===== src/rtl/dmux_sequencer_if.sv =====
// Word-in / routed-word-out bus of the demux sequencer.
// The master side feeds words in and watches the per-destination strobes.
interface dmux_sequencer_if #(
    parameter int WIDTH        = 1,
    parameter int OUTPUT_COUNT = 2
);
    localparam int SELW = $clog2(OUTPUT_COUNT) + 1;

    logic                          s_valid;
    logic                          s_ready;
    logic [SELW-1:0]               s_dest;
    logic [WIDTH-1:0]              s_data;
    logic                          abort;
    logic [OUTPUT_COUNT-1:0]       m_valid;
    logic [WIDTH*OUTPUT_COUNT-1:0] m_data;
    logic                          err;
    logic                          busy;

    modport master (
        output s_valid, s_dest, s_data, abort,
        input  s_ready, m_valid, m_data, err, busy
    );

    modport slave (
        input  s_valid, s_dest, s_data, abort,
        output s_ready, m_valid, m_data, err, busy
    );
endinterface


===== src/rtl/dmux_sequencer.sv =====
// Fixed-latency pipelined demultiplexer plus the sequencer that feeds it one word at a
// time, holds sel/in through the pipeline settle time and registers the routed result.
module dmux_lfmr #(
    parameter int WIDTH        = 1,
    parameter int OUTPUT_COUNT = 2,
    parameter int LATENCY      = 0,
    parameter int TYPE         = 0,
    localparam int SELW        = $clog2(OUTPUT_COUNT) + 1
) (
    input  logic                          clk,
    input  logic                          rst_n,
    input  logic [SELW-1:0]               sel,
    input  logic [WIDTH-1:0]              in,
    output logic [WIDTH*OUTPUT_COUNT-1:0] out
);
    logic [WIDTH*OUTPUT_COUNT-1:0] route_s;

    generate
        if (TYPE == 0) begin : g_select
            // Route by per-slot select: only the addressed slot carries the word.
            always_comb begin
                route_s = '0;
                for (int k = 0; k < OUTPUT_COUNT; k++) begin
                    if (sel == SELW'(k)) begin
                        route_s[k*WIDTH +: WIDTH] = in;
                    end else begin
                        route_s[k*WIDTH +: WIDTH] = '0;
                    end
                end
            end
        end else begin : g_mask
            // Route by AND-masking the word with each slot's decode bit.
            always_comb begin
                route_s = '0;
                for (int k = 0; k < OUTPUT_COUNT; k++) begin
                    route_s[k*WIDTH +: WIDTH] = in & {WIDTH{sel == SELW'(k)}};
                end
            end
        end

        if (LATENCY == 0) begin : g_comb
            logic unused_s;
            assign unused_s = clk ^ rst_n;
            assign out      = route_s;
        end else begin : g_pipe
            logic [WIDTH*OUTPUT_COUNT-1:0] pipe_r [LATENCY];

            // Delay line giving the demux its fixed pipeline latency.
            always_ff @(posedge clk or negedge rst_n) begin
                if (!rst_n) begin
                    for (int i = 0; i < LATENCY; i++) pipe_r[i] <= '0;
                end else begin
                    pipe_r[0] <= route_s;
                    for (int i = 1; i < LATENCY; i++) pipe_r[i] <= pipe_r[i-1];
                end
            end
            assign out = pipe_r[LATENCY-1];
        end
    endgenerate
endmodule

module dmux_sequencer #(
    parameter int WIDTH        = 1,
    parameter int OUTPUT_COUNT = 2,
    parameter int LATENCY      = 0,
    parameter int TYPE         = 0
) (
    input logic             clk,
    input logic             rst_n,
    dmux_sequencer_if.slave bus
);
    localparam int SELW = $clog2(OUTPUT_COUNT) + 1;
    localparam int CNTW = (LATENCY > 0) ? $clog2(LATENCY + 1) : 1;
    localparam logic [SELW-1:0] COUNT_SEL = SELW'(OUTPUT_COUNT);
    localparam logic [CNTW-1:0] CNT_LOAD  = CNTW'(LATENCY);

    typedef enum logic [1:0] {IDLE = 2'd0, SETTLE = 2'd1, STROBE = 2'd2} state_t;

    state_t                        state_r, next_s;
    logic [CNTW-1:0]               cnt_r;
    logic [SELW-1:0]               sel_r;
    logic [WIDTH-1:0]              in_r;
    logic                          s_ready_r, busy_r, err_r;
    logic [OUTPUT_COUNT-1:0]       m_valid_r;
    logic [WIDTH*OUTPUT_COUNT-1:0] m_data_r;
    logic [WIDTH*OUTPUT_COUNT-1:0] dmux_out_s;
    logic                          dest_ok_s, load_s, drop_s, capture_s;
    logic [OUTPUT_COUNT-1:0]       strobe_s;
    logic [WIDTH-1:0]              cap_word_s;

    // sel/in come only from registers that change on an accept, so the demux never sees
    // its inputs move while a word is propagating.
    dmux_lfmr #(
        .WIDTH(WIDTH), .OUTPUT_COUNT(OUTPUT_COUNT), .LATENCY(LATENCY), .TYPE(TYPE)
    ) u_dmux (
        .clk(clk), .rst_n(rst_n), .sel(sel_r), .in(in_r), .out(dmux_out_s)
    );

    assign dest_ok_s = (bus.s_dest < COUNT_SEL);

    // State register.
    always_ff @(posedge clk or negedge rst_n) begin
        if (!rst_n) state_r <= IDLE;
        else        state_r <= next_s;
    end

    // Next-state logic; abort outranks the settle-complete capture.
    always_comb begin
        next_s = state_r;
        case (state_r)
            IDLE, STROBE: begin
                if (bus.s_valid && s_ready_r && dest_ok_s) next_s = SETTLE;
                else                                       next_s = IDLE;
            end
            SETTLE: begin
                if (bus.abort)          next_s = IDLE;
                else if (cnt_r == '0)   next_s = STROBE;
                else                    next_s = SETTLE;
            end
            default: next_s = IDLE;
        endcase
    end

    // Per-state decode of load, drop and capture actions plus the captured slot.
    always_comb begin
        load_s     = 1'b0;
        drop_s     = 1'b0;
        capture_s  = 1'b0;
        strobe_s   = '0;
        cap_word_s = '0;
        case (state_r)
            IDLE, STROBE: begin
                if (bus.s_valid && s_ready_r) begin
                    load_s = dest_ok_s;
                    drop_s = !dest_ok_s;
                end else begin
                    load_s = 1'b0;
                    drop_s = 1'b0;
                end
            end
            SETTLE: begin
                if (!bus.abort && cnt_r == '0) capture_s = 1'b1;
                else                           capture_s = 1'b0;
            end
            default: capture_s = 1'b0;
        endcase
        for (int k = 0; k < OUTPUT_COUNT; k++) begin
            if (sel_r == SELW'(k)) begin
                cap_word_s  = dmux_out_s[k*WIDTH +: WIDTH];
                strobe_s[k] = capture_s;
            end else begin
                strobe_s[k] = 1'b0;
            end
        end
    end

    // Datapath and registered outputs; untouched m_data slots keep their last word.
    always_ff @(posedge clk or negedge rst_n) begin
        if (!rst_n) begin
            cnt_r     <= '0;
            sel_r     <= '0;
            in_r      <= '0;
            s_ready_r <= 1'b0;
            busy_r    <= 1'b0;
            err_r     <= 1'b0;
            m_valid_r <= '0;
            m_data_r  <= '0;
        end else begin
            s_ready_r <= (next_s != SETTLE);
            busy_r    <= (next_s == SETTLE);
            err_r     <= drop_s;
            m_valid_r <= strobe_s;
            if (load_s) begin
                sel_r <= bus.s_dest;
                in_r  <= bus.s_data;
                cnt_r <= CNT_LOAD;
            end else if (state_r == SETTLE && cnt_r != '0) begin
                cnt_r <= cnt_r - CNTW'(1);
            end else begin
                cnt_r <= cnt_r;
            end
            for (int k = 0; k < OUTPUT_COUNT; k++) begin
                if (strobe_s[k]) m_data_r[k*WIDTH +: WIDTH] <= cap_word_s;
            end
        end
    end

    assign bus.s_ready = s_ready_r;
    assign bus.busy    = busy_r;
    assign bus.err     = err_r;
    assign bus.m_valid = m_valid_r;
    assign bus.m_data  = m_data_r;
endmodule


===== src/flat_wrapper.sv =====
// flat-port wrapper written by rule: the top's interface ports become plain ports
module dmux_sequencer_flat 
#(
    parameter int WIDTH        = 1,
    parameter int OUTPUT_COUNT = 2,
    parameter int LATENCY      = 0,
    parameter int TYPE         = 0
)
  (clk, rst_n, bus_s_valid, bus_s_dest, bus_s_data, bus_abort, bus_s_ready, bus_m_valid, bus_m_data, bus_err, bus_busy);
  dmux_sequencer_if #(.WIDTH(WIDTH), .OUTPUT_COUNT(OUTPUT_COUNT)) bus_i ();
  input logic clk;
  input logic rst_n;
  input wire logic [$bits(bus_i.s_valid)-1:0] bus_s_valid;
  input wire logic [$bits(bus_i.s_dest)-1:0] bus_s_dest;
  input wire logic [$bits(bus_i.s_data)-1:0] bus_s_data;
  input wire logic [$bits(bus_i.abort)-1:0] bus_abort;
  output wire logic [$bits(bus_i.s_ready)-1:0] bus_s_ready;
  output wire logic [$bits(bus_i.m_valid)-1:0] bus_m_valid;
  output wire logic [$bits(bus_i.m_data)-1:0] bus_m_data;
  output wire logic [$bits(bus_i.err)-1:0] bus_err;
  output wire logic [$bits(bus_i.busy)-1:0] bus_busy;
  assign bus_i.s_valid = bus_s_valid;
  assign bus_i.s_dest = bus_s_dest;
  assign bus_i.s_data = bus_s_data;
  assign bus_i.abort = bus_abort;
  assign bus_s_ready = bus_i.s_ready;
  assign bus_m_valid = bus_i.m_valid;
  assign bus_m_data = bus_i.m_data;
  assign bus_err = bus_i.err;
  assign bus_busy = bus_i.busy;
  dmux_sequencer #(.WIDTH(WIDTH), .OUTPUT_COUNT(OUTPUT_COUNT), .LATENCY(LATENCY), .TYPE(TYPE)) u_core (.clk(clk), .rst_n(rst_n), .bus(bus_i));
endmodule

===== config.mk =====
export PLATFORM = sky130hd
export DESIGN_NAME = dmux_sequencer_flat
export DESIGN_NICKNAME = d
export VERILOG_FILES = /design/src/rtl/dmux_sequencer_if.sv /design/src/rtl/dmux_sequencer.sv /design/src/flat_wrapper.sv
export SDC_FILE = /design/constraint.sdc
export NUM_CORES = 1
export LEC_CHECK = 0
export ABC_AREA = 1
export ABC_CLOCK_PERIOD_IN_PS = 1100
export BUFFER_PORTS_ARGS = -buffer_cell sky130_fd_sc_hd__buf_2
export CAP_MARGIN = 20
export CORE_AREA = 5 5 42 44
export CTS_CLUSTER_SIZE = 30
export DETAILED_ROUTE_END_ITERATION = 8
export DIE_AREA = 0 0 47 49
export HOLD_SLACK_MARGIN = 0.1
export SLEW_MARGIN = 5
export SYNTH_ARGS = -nofsm -noshare
export SYNTH_HDL_FRONTEND = slang
export SYNTH_HIERARCHICAL = 1
export SYNTH_SLANG_ARGS = --single-unit
export TNS_END_PERCENT = 30

===== constraint.sdc =====
create_clock -name clk -period 1.1 [get_ports clk]
set_input_delay 0.165 -clock clk [delete_from_list [all_inputs] [get_ports clk]]
set_output_delay 0.165 -clock clk [all_outputs]
set_load 0.02 [all_outputs]

==> impl_metrics.env <==
export IMPL_utilization_pct=49.20
export IMPL_totalNegativeSetupSlack_ps=0
export IMPL_postSynth_asyncResetShare_pct=100.0
export IMPL_synth_fp_nets=69
export IMPL_viasPerCell=4.357
export IMPL_initial_drt_pass_iterations=4
export IMPL_post_route_cells_drive_above_1_share_pct=29.27
export IMPL_place_port_buffers=13
export IMPL_share_seq_of_total_power_pct=52.7
export IMPL_diodes=0
export IMPL_yosysTopAreaCellShare_pct=59.36
export IMPL_critPathBufInv=1
export IMPL_path_class="flip-flop to primary output"
export IMPL_outcome="complete, no violations"
export IMPL_netSwitchingPower_mw=0.3177
export IMPL_synth_lib_cells_used_distinct=12
export IMPL_timing_max_transition_violations_final=0
export IMPL_clk_pin_slew_ps=80
export IMPL_route_detailed_drc=0
export IMPL_clockRootBuffer="sky130_fd_sc_hd__clkbuf_4"
export IMPL_classification_of_the_worst_slack_hold_path="primary input to flip-flop"
export IMPL_final_cell_count_no_fill=98
export IMPL_grt_max_degree=14
export IMPL_synth_edf_count=0
export IMPL_grt_pass1_vias=426
export IMPL_fin_crit_sh_pct=91.34
export IMPL_crit_family="flip-flops"
export IMPL_cell_types_with_the_largest_area_share_after_synthesis="sky130_fd_sc_hd__dfrtp_1 (59%), sky130_fd_sc_hd__nand2_1 (12%), sky130_fd_sc_hd__inv_1 (6.8%), sky130_fd_sc_hd__nand3_1 (4.6%), sky130_fd_sc_hd__nor2_1 (4.1%)"
export IMPL_design_portCount=14
export IMPL_ctsHtreeMaxLevel=1
export IMPL_fin_clk_skew_ps=4.407
export IMPL_post_cts_resized=0
export IMPL_power_share_combinational_pct=20.1
export IMPL_worst_path_max_delay_cell="sky130_fd_sc_hd__dfrtp_1"
export IMPL_place_hpwl_um=802.3
export IMPL_grt_overflow_total=0
export IMPL_clkSinkCount=13
export IMPL_worst_setup_path_end_kind="primary output"
export IMPL_detail_route_antenna_nets=0
export IMPL_path_cells="buf_2"
export IMPL_peakVddDrop_mv=0.9135
export IMPL_totalWireLength_um=1032
export IMPL_hold_viol=0
export IMPL_syn_to_final_growth_pct=25.80
export IMPL_numPlacedInstances=91
export IMPL_achievable_frequency_mhz=995.3
export IMPL_critical_path_data_required_time_ps=940
export IMPL_wire_per_inst_um=10.53
export IMPL_post_synth_instance_area_um2=548.0
export IMPL_synth_common_cells="sky130_fd_sc_hd__nand2_1 (18), sky130_fd_sc_hd__dfrtp_1 (13), sky130_fd_sc_hd__inv_1 (10)"
export IMPL_cp_data_arrival_time_ps=840
export IMPL_drt_iter0_markers=6
export IMPL_worstPathMaxFanout=3
export IMPL_die_area_um2=2303
export IMPL_cap_violations=0
export IMPL_core_area_um2=1401
export IMPL_clock_network_fraction_of_design_power_pct=27.1
export IMPL_grt_pass1_wl_um=1821
export IMPL_total_leakage_power_nw=0.3989
export IMPL_ys_ff_latch=13
export IMPL_timing_critical_path_slowest_cell_delay_ps=400
export IMPL_rsz0062_at_grt="false"
export IMPL_yosysWarnings=6
export IMPL_nNetsFinal=90
export IMPL_library_cell_occupying_the_most_area_in_the_post_synthesis_netlist="sky130_fd_sc_hd__dfrtp_1"
export IMPL_numCtsBuffers=3
export IMPL_power_switching_fraction_pct=29.78
export IMPL_tightestPinTransition_ps=293.3
export IMPL_clockBufferDepth=2
export IMPL_synth_seq_area_share_pct=59.36
export IMPL_period_needed_ps=1005
export IMPL_gp_congestion=0.6973
export IMPL_cts_tree="done"
export IMPL_slew_limit_headroom_pct=80.34
export IMPL_synth_main_ff_cell="sky130_fd_sc_hd__dfrtp_1"
export IMPL_die_height_um=49
export IMPL_postCtsSetupRepairBufs=0
export IMPL_internal_power_mw=0.7492
export IMPL_globalRouteTotalUtil_pct=11.08
export IMPL_clk_insertion_delay_late_ps=270
export IMPL_critPathLaunchType="flip-flop"
export IMPL_final_setup_viol_count=0
export IMPL_power_per_standard_cell_area_nw_per_um2=1548
export IMPL_num_vias=427
export IMPL_core_rowCount=14
export IMPL_synth_instances=62
export IMPL_start_util_pct=39.11
export IMPL_leading_cell_type_by_number_of_instances_after_synthesis="sky130_fd_sc_hd__nand2_1"
export IMPL_syn_area_per_cell_um2=8.839
export IMPL_number_of_antenna_violations_at_the_first_check_in_global_routing=0
export IMPL_die_width_um=47
-- state kept, by name, summed over array words and instances (netlist names) --
| register | count |
|---|---|
| u_core/bus.busy | 1 |
| u_core/bus.err | 1 |
| u_core/bus.m_data | 2 |
| u_core/bus.m_valid | 2 |
| u_core/bus.s_ready | 1 |
| u_core/cnt_r | 1 |
| u_core/in_r | 1 |
| u_core/sel_r | 2 |
| u_core/state_r | 2 |
-- worst register-to-register path, stage by stage (launching register included) --
cell                      delay [ps]
sky130_fd_sc_hd__dfrtp_1         450
sky130_fd_sc_hd__inv_1            60
sky130_fd_sc_hd__nor2_1          130
sky130_fd_sc_hd__nand3_1         120
sky130_fd_sc_hd__nand2_1          70
sky130_fd_sc_hd__nand2_1          50
-- worst paths after layout --
check                      cells after the start                               end  slack, ps                              from
min reg2reg                                    2  u_core/bus.m_data[0]$_DFFE_PN0P_        480  u_core/bus.m_data[0]$_DFFE_PN0P_
max in group asynchronous                      2   u_core/bus.m_valid[1]$_DFF_PN0_        580                             rst_n
max reg2reg                                    5  u_core/bus.m_data[1]$_DFFE_PN0P_        110       u_core/sel_r[0]$_DFFE_PN0P_
min                                            3          u_core/bus.err$_DFF_PN0_        160                     bus_s_dest[1]
min in group asynchronous                      2       u_core/sel_r[0]$_DFFE_PN0P_        300                             rst_n
max                                            1                       bus_s_ready        100      u_core/bus.s_ready$_DFF_PN0_
-- cell type report --
class | count | area, um2
fillers | 153 | 711.9
flip-flops and latches | 13 | 325.3
multi-input cells | 37 | 177.7
repair buffers | 16 | 95.09
inverters | 12 | 45.04
clock buffers | 4 | 26.28
well taps | 16 | 20.02
-- power groups by stage --
stage	logic, mW	registers (mW)	clock network (mW)
finish	0.215	0.563	0.289
global route	0.238	0.571	0.328
CTS	0.219	0.564	0.299
detailed placement	0.210	0.574	0
global placement	0.207	0.571	0
floorplan	0.0940	0.612	0
-- stage by stage --
step	hold WS [ps]	area (um2)	setup slack (ps)	power (mW)
after detailed placement	73.89	633.1	133.8	0.7839
after global placement	68.72	633.1	145.2	0.7783
after CTS	165.8	689.4	89.89	1.082
final	163.8	689.4	95.28	1.067
after global routing	184.5	689.4	6.430	1.137
after floorplan	-130.6	548.0	163.3	0.7064
-- cell usage in the layout (no fill, tap or decap), drive strengths merged --
cell / count
nand4: 1
buf: 13
inv: 12
nand3: 5
nor2: 8
nand2: 20
nor3: 3
dfrtp: 13
dlygate4sd3: 3
clkbuf: 4
-- kinds of logic (layout without fill, tap and decap cells) --
kind of cell | Yosys count | in the layout | synth area share (%)
buffers and inverters | 12 | 32 | 8.220
DFF | 13 | 13 | 59.36
and+or+nand+nor | 37 | 37 | 32.42
-- what timing repair did --
item,4_1_cts,5_1_grt
endpoints found under the hold margin,15,0
setup endpoints to repair,0,0
hold buffers,3,0
-- metal layers --
metal / up-vias / track usage (%) / wire length, um
met5: - / 0 / 0
met4: 0 / 6.912 / 23
met3: 4 / 2.214 / 36
met2: 6 / 17.42 / 549
met1: 192 / 13.13 / 422
li1: 225 / - / -
No activity file was read; power rests on OpenSTA's default activity.
